--- src/rtl/col_sched_if.sv ---
// Column scheduler bus: theta input, column stream handshake and mask outputs.
// The scheduler uses the slave side; its driver uses the master side.
interface col_sched_if #(
  parameter int THETA_RES = 27,
  parameter int NUM_COLS  = 64
);
  localparam int CW = $clog2(NUM_COLS);

  logic [THETA_RES-1:0] theta_in;
  logic                 theta_valid_in;
  logic [NUM_COLS-1:0]  col_mask_out;
  logic                 mask_valid_out;
  logic [CW-1:0]        sector_out;
  logic [CW-1:0]        col_idx_out;
  logic                 col_valid_out;
  logic                 col_ready_in;
  logic                 col_last_out;
  logic                 busy_out;

  modport master (
    output theta_in, theta_valid_in, col_ready_in,
    input  col_mask_out, mask_valid_out, sector_out,
    input  col_idx_out, col_valid_out, col_last_out, busy_out
  );

  modport slave (
    input  theta_in, theta_valid_in, col_ready_in,
    output col_mask_out, mask_valid_out, sector_out,
    output col_idx_out, col_valid_out, col_last_out, busy_out
  );
endinterface

--- src/rtl/col_sched.sv ---
// Sector-driven column window scheduler with back-pressured index stream.
// Define COL_SCHED_ALL_COLS_EN to stream every column on each sector change.
module col_sched #(
  parameter int THETA_RES = 27,
  parameter int NUM_COLS  = 64,
  parameter int WINDOW    = 16
) (
  input  logic       clk_in,
  input  logic       rst_in,
  col_sched_if.slave bus
);
  localparam int CW = $clog2(NUM_COLS);
`ifdef COL_SCHED_ALL_COLS_EN
  localparam int EFF_W = NUM_COLS;
`else
  localparam int EFF_W = WINDOW;
`endif
  localparam logic [CW-1:0] HALF     = CW'(EFF_W / 2);
  localparam logic [CW:0]   LAST_CNT = (CW+1)'(EFF_W - 1);
  localparam logic [CW:0]   W_CMP    = (CW+1)'(EFF_W);

  typedef enum logic {
    S_IDLE,
    S_STREAM
  } state_t;

  state_t               r_state;
  state_t               w_nxt_state;
  logic                 r_seen;
  logic [CW-1:0]        r_last_sec;
  logic                 r_pend_vld;
  logic [CW-1:0]        r_pend_sec;
  logic [CW-1:0]        r_sector;
  logic [NUM_COLS-1:0]  r_mask;
  logic                 r_mask_valid;
  logic [CW:0]          r_count;
  logic [CW-1:0]        r_idx;
  logic                 r_col_valid;
  logic                 r_col_last;

  logic [CW-1:0]        w_sec;
  logic                 w_acc;
  logic                 w_hs;
  logic                 w_done;
  logic                 w_load;
  logic [CW-1:0]        w_load_sec;
  logic [CW-1:0]        w_start;
  logic [NUM_COLS-1:0]  w_mask;
  logic [CW-1:0]        w_d;
  logic                 w_unused;

  assign w_unused = ^bus.theta_in[THETA_RES-CW-1:0];
  assign w_sec    = bus.theta_in[THETA_RES-1 -: CW];
  assign w_acc    = bus.theta_valid_in &&
                    (!r_seen || (w_sec != r_last_sec));
  assign w_hs     = r_col_valid && bus.col_ready_in;
  assign w_done   = w_hs && r_col_last;

  // Incoming theta takes priority over anything held in pending.
  assign w_load_sec = w_acc ? w_sec : r_pend_sec;

`ifdef COL_SCHED_ALL_COLS_EN
  assign w_start = '0;
`else
  assign w_start = w_load_sec - HALF;
`endif

  always_comb begin
    w_mask = '0;
    w_d    = '0;
    for (int i = 0; i < NUM_COLS; i++) begin
      w_d       = CW'(i) - w_start;
      w_mask[i] = ({1'b0, w_d} < W_CMP);
    end
  end

  always_comb begin
    w_nxt_state = r_state;
    w_load      = 1'b0;
    unique case (r_state)
      S_IDLE: begin
        if (w_acc) begin
          w_load      = 1'b1;
          w_nxt_state = S_STREAM;
        end
      end
      S_STREAM: begin
        if (w_done) begin
          if (w_acc || r_pend_vld) begin
            w_load = 1'b1;
          end else begin
            w_nxt_state = S_IDLE;
          end
        end
      end
      default: w_nxt_state = S_IDLE;
    endcase
  end

  always_ff @(posedge clk_in) begin
    if (rst_in) begin
      r_state      <= S_IDLE;
      r_seen       <= 1'b0;
      r_last_sec   <= '0;
      r_pend_vld   <= 1'b0;
      r_pend_sec   <= '0;
      r_sector     <= '0;
      r_mask       <= '0;
      r_mask_valid <= 1'b0;
      r_count      <= '0;
      r_idx        <= '0;
      r_col_valid  <= 1'b0;
      r_col_last   <= 1'b0;
    end else begin
      r_state      <= w_nxt_state;
      r_mask_valid <= w_load;
      if (w_acc) begin
        r_seen     <= 1'b1;
        r_last_sec <= w_sec;
      end
      if (w_load) begin
        r_pend_vld  <= 1'b0;
        r_sector    <= w_load_sec;
        r_mask      <= w_mask;
        r_count     <= '0;
        r_idx       <= w_start;
        r_col_valid <= 1'b1;
        r_col_last  <= (LAST_CNT == '0);
      end else begin
        if (w_acc && (r_state == S_STREAM)) begin
          r_pend_vld <= 1'b1;
          r_pend_sec <= w_sec;
        end
        if (w_done) begin
          r_col_valid <= 1'b0;
          r_col_last  <= 1'b0;
        end else if (w_hs) begin
          r_count    <= r_count + 1'b1;
          r_idx      <= r_idx + 1'b1;
          r_col_last <= ((r_count + 1'b1) == LAST_CNT);
        end
      end
    end
  end

  assign bus.col_mask_out   = r_mask;
  assign bus.mask_valid_out = r_mask_valid;
  assign bus.sector_out     = r_sector;
  assign bus.col_idx_out    = r_idx;
  assign bus.col_valid_out  = r_col_valid;
  assign bus.col_last_out   = r_col_last;
  assign bus.busy_out       = (r_state == S_STREAM);
endmodule
--- src/flat_wrapper.sv ---
// flat-port wrapper written by rule: the top's interface ports become plain ports
module col_sched_flat 
#(
  parameter int THETA_RES = 27,
  parameter int NUM_COLS  = 64,
  parameter int WINDOW    = 16
)
  (clk_in, rst_in, bus_theta_in, bus_theta_valid_in, bus_col_ready_in, bus_col_mask_out, bus_mask_valid_out, bus_sector_out, bus_col_idx_out, bus_col_valid_out, bus_col_last_out, bus_busy_out);
  col_sched_if #(.THETA_RES(THETA_RES), .NUM_COLS(NUM_COLS)) bus_i ();
  input  logic clk_in;
  input  logic rst_in;
  input wire logic [$bits(bus_i.theta_in)-1:0] bus_theta_in;
  input wire logic [$bits(bus_i.theta_valid_in)-1:0] bus_theta_valid_in;
  input wire logic [$bits(bus_i.col_ready_in)-1:0] bus_col_ready_in;
  output wire logic [$bits(bus_i.col_mask_out)-1:0] bus_col_mask_out;
  output wire logic [$bits(bus_i.mask_valid_out)-1:0] bus_mask_valid_out;
  output wire logic [$bits(bus_i.sector_out)-1:0] bus_sector_out;
  output wire logic [$bits(bus_i.col_idx_out)-1:0] bus_col_idx_out;
  output wire logic [$bits(bus_i.col_valid_out)-1:0] bus_col_valid_out;
  output wire logic [$bits(bus_i.col_last_out)-1:0] bus_col_last_out;
  output wire logic [$bits(bus_i.busy_out)-1:0] bus_busy_out;
  assign bus_i.theta_in = bus_theta_in;
  assign bus_i.theta_valid_in = bus_theta_valid_in;
  assign bus_i.col_ready_in = bus_col_ready_in;
  assign bus_col_mask_out = bus_i.col_mask_out;
  assign bus_mask_valid_out = bus_i.mask_valid_out;
  assign bus_sector_out = bus_i.sector_out;
  assign bus_col_idx_out = bus_i.col_idx_out;
  assign bus_col_valid_out = bus_i.col_valid_out;
  assign bus_col_last_out = bus_i.col_last_out;
  assign bus_busy_out = bus_i.busy_out;
  col_sched #(.THETA_RES(THETA_RES), .NUM_COLS(NUM_COLS), .WINDOW(WINDOW)) u_core (.clk_in(clk_in), .rst_in(rst_in), .bus(bus_i));
endmodule
--- config.mk ---
export PLATFORM = sky130hd
export DESIGN_NAME = col_sched_flat
export DESIGN_NICKNAME = d
export VERILOG_FILES = /design/src/rtl/col_sched_if.sv /design/src/rtl/col_sched.sv /design/src/flat_wrapper.sv
export SDC_FILE = /design/constraint.sdc
export NUM_CORES = 1
export LEC_CHECK = 0
export ABC_CLOCK_PERIOD_IN_PS = 4400
export BUFFER_PORTS_ARGS = -buffer_cell sky130_fd_sc_hd__buf_2
export CORE_MARGIN = 3
export CORE_UTILIZATION = 55
export DETAILED_ROUTE_END_ITERATION = 8
export GPL_TIMING_DRIVEN = 0
export PLACE_DENSITY = 0.8
export SETUP_SLACK_MARGIN = 0.5
export SYNTH_ARGS = -nofsm -noshare
export SYNTH_HDL_FRONTEND = slang
export SYNTH_SLANG_ARGS = --single-unit
--- constraint.sdc ---
create_clock -name clk_in -period 4.4 [get_ports clk_in]
set_clock_uncertainty 0.2 [all_clocks]
set_input_delay 0.44 -clock clk_in [delete_from_list [all_inputs] [get_ports clk_in]]
set_output_delay 0.44 -clock clk_in [all_outputs]
set_load 0.05 [all_outputs]
==> out/summary.txt <==
Bufs and invs on worst path: 5
Worst Hold Class: in2reg
Hold Fails Final Rpt: 0
Via density: 6.063
Synth cell types: 72
static leakage: 2.555 nW
grt ovf: 0
Mapped Cells: 600
drt first-iter violations: 312
Sw Share: 0.3649
CTS clk-pin slew, worst paths: 100 ps
Die Y: 106.3 um
# diodes: 0
fin worst setup slack: 607.9 ps
CP Class: reg2reg
DIE AREA: 0.01129 sq mm
dpl cells: 815
worst-skew pair later-pin latency: 370 ps
Total GRT Usage: 0.2721
Rel. slew slack: 0.4091
Cell Chain, Critical Path: xnor2_1 > nand4_1 > o21ai_4 > buf_12 > buf_12 > mux2i_4 > inv_1 > ha_1 > buf_2 > inv_2 > o2111ai_2 > mux2i_2 > nand4_1 > nand3_1
crit-path max FO: 10
vias post-DR: 5032
# nets final: 738
hpwl dp: 11410 um
Worst-Margin Slew: 861.7 ps
Synth top area share: 0.3657
achievable frequency: 263.7 MHz
area leader, netlist: dfxtp_1
outcome: finished, final reports clean
critical path launch point: u_core.r_last_sec[5]
Yosys reg bits: 101
initial antenna violation count: 0
Critical Path RT: 4520 ps
largest net degree at the start of global routing: 17
fin crit period: 3792 ps
# IOs: 111
final setup violating endpoints: 0
CTS tree: done
sequential area share after synthesis: 0.3657
gpl congestion: 0.9434
Setup WS pre-CTS: -253.7 ps
IO buf count: 86
DRC viols: 0
via count of the first global-routing pass: 4932
Mapped Nets: 640
CTS Buffer Depth: 2
Mean Syn Cell Area: 9.215 sq um
Hold Path Depth: 3
Synth-to-Final Area Change: 15.86%
slowest stage cell, crit path: dfxtp_2
Total Power: 2.519 mW
initial core utilization: 0.5818
Seq pwr share: 0.407
final wirelength: 15160 um
final period utilization: 0.8618
RSZ-0062 raised after global routing: no
commonest non-fill, non-tap cells in the layout: dfxtp_1, buf_2, nand2_1, xnor2_1, nor2_1
total CTS buffers: 9
Max-Cap Viols: 0
Comb pwr share: 0.315
ys async rst share: 0
NetSw: 919.1 uW
WL/cell: 18.27 um
Clock power frac: 0.278
synthesized area: 0.005529 sq mm
Clock Sinks: 101
Hold Startpoint: bus_theta_in[23]
delay-heaviest family, CP: buffers and inverters
Reg-to-Reg Start: u_core.r_last_sec[5]
layout cell share with drive strength beyond 1: 0.2340
drt pass-1 iters: 5
final std cells w/o fill: 830
FILL cells: 808
endpoint type of the worst setup path: flop
Post-synth EDFFs: 0
max-slew violations: 0
Crit. path cell count: 14
max incr delay on CP: 380 ps
startpoint types: flop
Clock Tree Root: clkbuf_8
YS warnings: 0
maximum VDD drop: 0.2933 mV
synth top area cells: dfxtp_1, xnor2_1, nand2_1
Power Internal: 1.600 mW
core area: 0.009503 sq mm
top_reg_cell synth: dfxtp_1
hold_ws: 162.7 ps
R2R Setup Slk: 610 ps
reg2reg path depth: 14
pwr dens: 393.2 mW/mm^2
DRT antenna net count: 0
first-pass GRT wire length: 24650 um
WP data arrival: 3910 ps
H-tree depth: 3
num rows: 35
die span in x: 106.3 um
commonest non-fill, non-tap cell in the layout: dfxtp_1
[cell families (layout without fill, tap and decap cells)]
kind of cell,count (synthesis),after routing,synth area share
buf+inv,56,157,0.05341
compound gates,152,152,0.2263
flops,101,101,0.3657
fa+ha+maj,9,9,0.02037
mux,22,22,0.04254
simple gates,191,191,0.1652
xor+xnor,69,69,0.1265
[worst reg2reg max path: stages (launching register included)]
cell and delay, ps:
dfxtp_2 380, xnor2_1 240, nand4_1 220, o21ai_4 250
buf_12 170, buf_12 150, mux2i_4 350, inv_1 150
ha_1 290, buf_2 190, inv_2 260, o2111ai_2 280
mux2i_2 330, nand4_1 150, nand3_1 130
[synthesized netlist by cell type (12+ instances only)]
cell type	instances
inv_1	13
mux2i_1	14
nor2_1	47
a21oi_1	24
xnor2_1	54
nand2_1	68
o31ai_1	14
a32o_1	17
o21ai_0	20
clkbuf_1	18
a211oi_1	13
nand3_1	24
dfxtp_1	101
a32oi_1	12
[per-stage QoR]
stage | util | cell area (sq um) | TNS [ps]
finish | 0.6741 | 6406 | 0
global route | 0.6741 | 6406 | 0
CTS | 0.6712 | 6379 | 0
detailed placement | 0.6441 | 6121 | -4008
global placement | 0.6441 | 6121 | -1940
floorplan | - | 5529 | 0
[final cells by class]
cell class	instances	area [sq um]	share of cell area
clock buffers	9	123.9	0.01934
clock inverters	5	110.1	0.01719
well taps	129	161.4	0.02520
flip-flops and latches	101	2023	0.3158
inverters	16	60.06	0.009375
plain buffers	40	241.5	0.03770
repair buffers	87	437.9	0.06836
multi-input cells	443	3248	0.5070
[state kept, by name, summed over array words and instances, names as in the netlist]
| signal | cells |
|---|---|
| u_core.r_pend_sec | 6 |
| u_core.bus.col_mask_out | 64 |
| u_core.r_pend_vld | 1 |
| u_core.bus.col_last_out | 1 |
| u_core.r_count | 7 |
| u_core.r_seen | 1 |
| u_core.bus.busy_out | 1 |
| u_core.bus.sector_out | 6 |
| u_core.bus.col_valid_out | 1 |
| u_core.bus.mask_valid_out | 1 |
| u_core.bus.col_idx_out | 6 |
| u_core.r_last_sec | 6 |
[worst paths after layout]
check	endpoint
hold / removal	u_core.r_pend_sec[2]
hold reg to reg	u_core.bus.col_mask_out[43]
setup reg to reg	u_core.bus.col_mask_out[2]
setup / recovery	u_core.bus.col_mask_out[2]
[layer usage]
metal  GRT usage  vias to the layer above  part of all wire
met5           0                        -                 0
met4     0.09066                        0             0.022
met3     0.05464                       36             0.074
met2      0.4624                      230              0.49
met1      0.3446                     2405              0.42
li1            -                     2361                 -
[power by group through the flow]
stage | Clock, mW | Sequential (mW) | Combinational (mW)
after floorplan | 0 | 1.24 | 0.402
after global placement | 0 | 1.04 | 0.762
after detailed placement | 0 | 1.04 | 0.777
after CTS | 0.710 | 1.02 | 0.783
after global routing | 0.744 | 1.03 | 0.843
final | 0.701 | 1.02 | 0.794
[timing repair]
action	in CTS	in global routing
hold buffers	0	0
endpoints found under the hold margin	0	0
endpoints found under the setup margin	58	36
resized for setup	5	6
pin swaps	1	0
buffers inserted	1	0
Power figures use the tool's default switching activity.
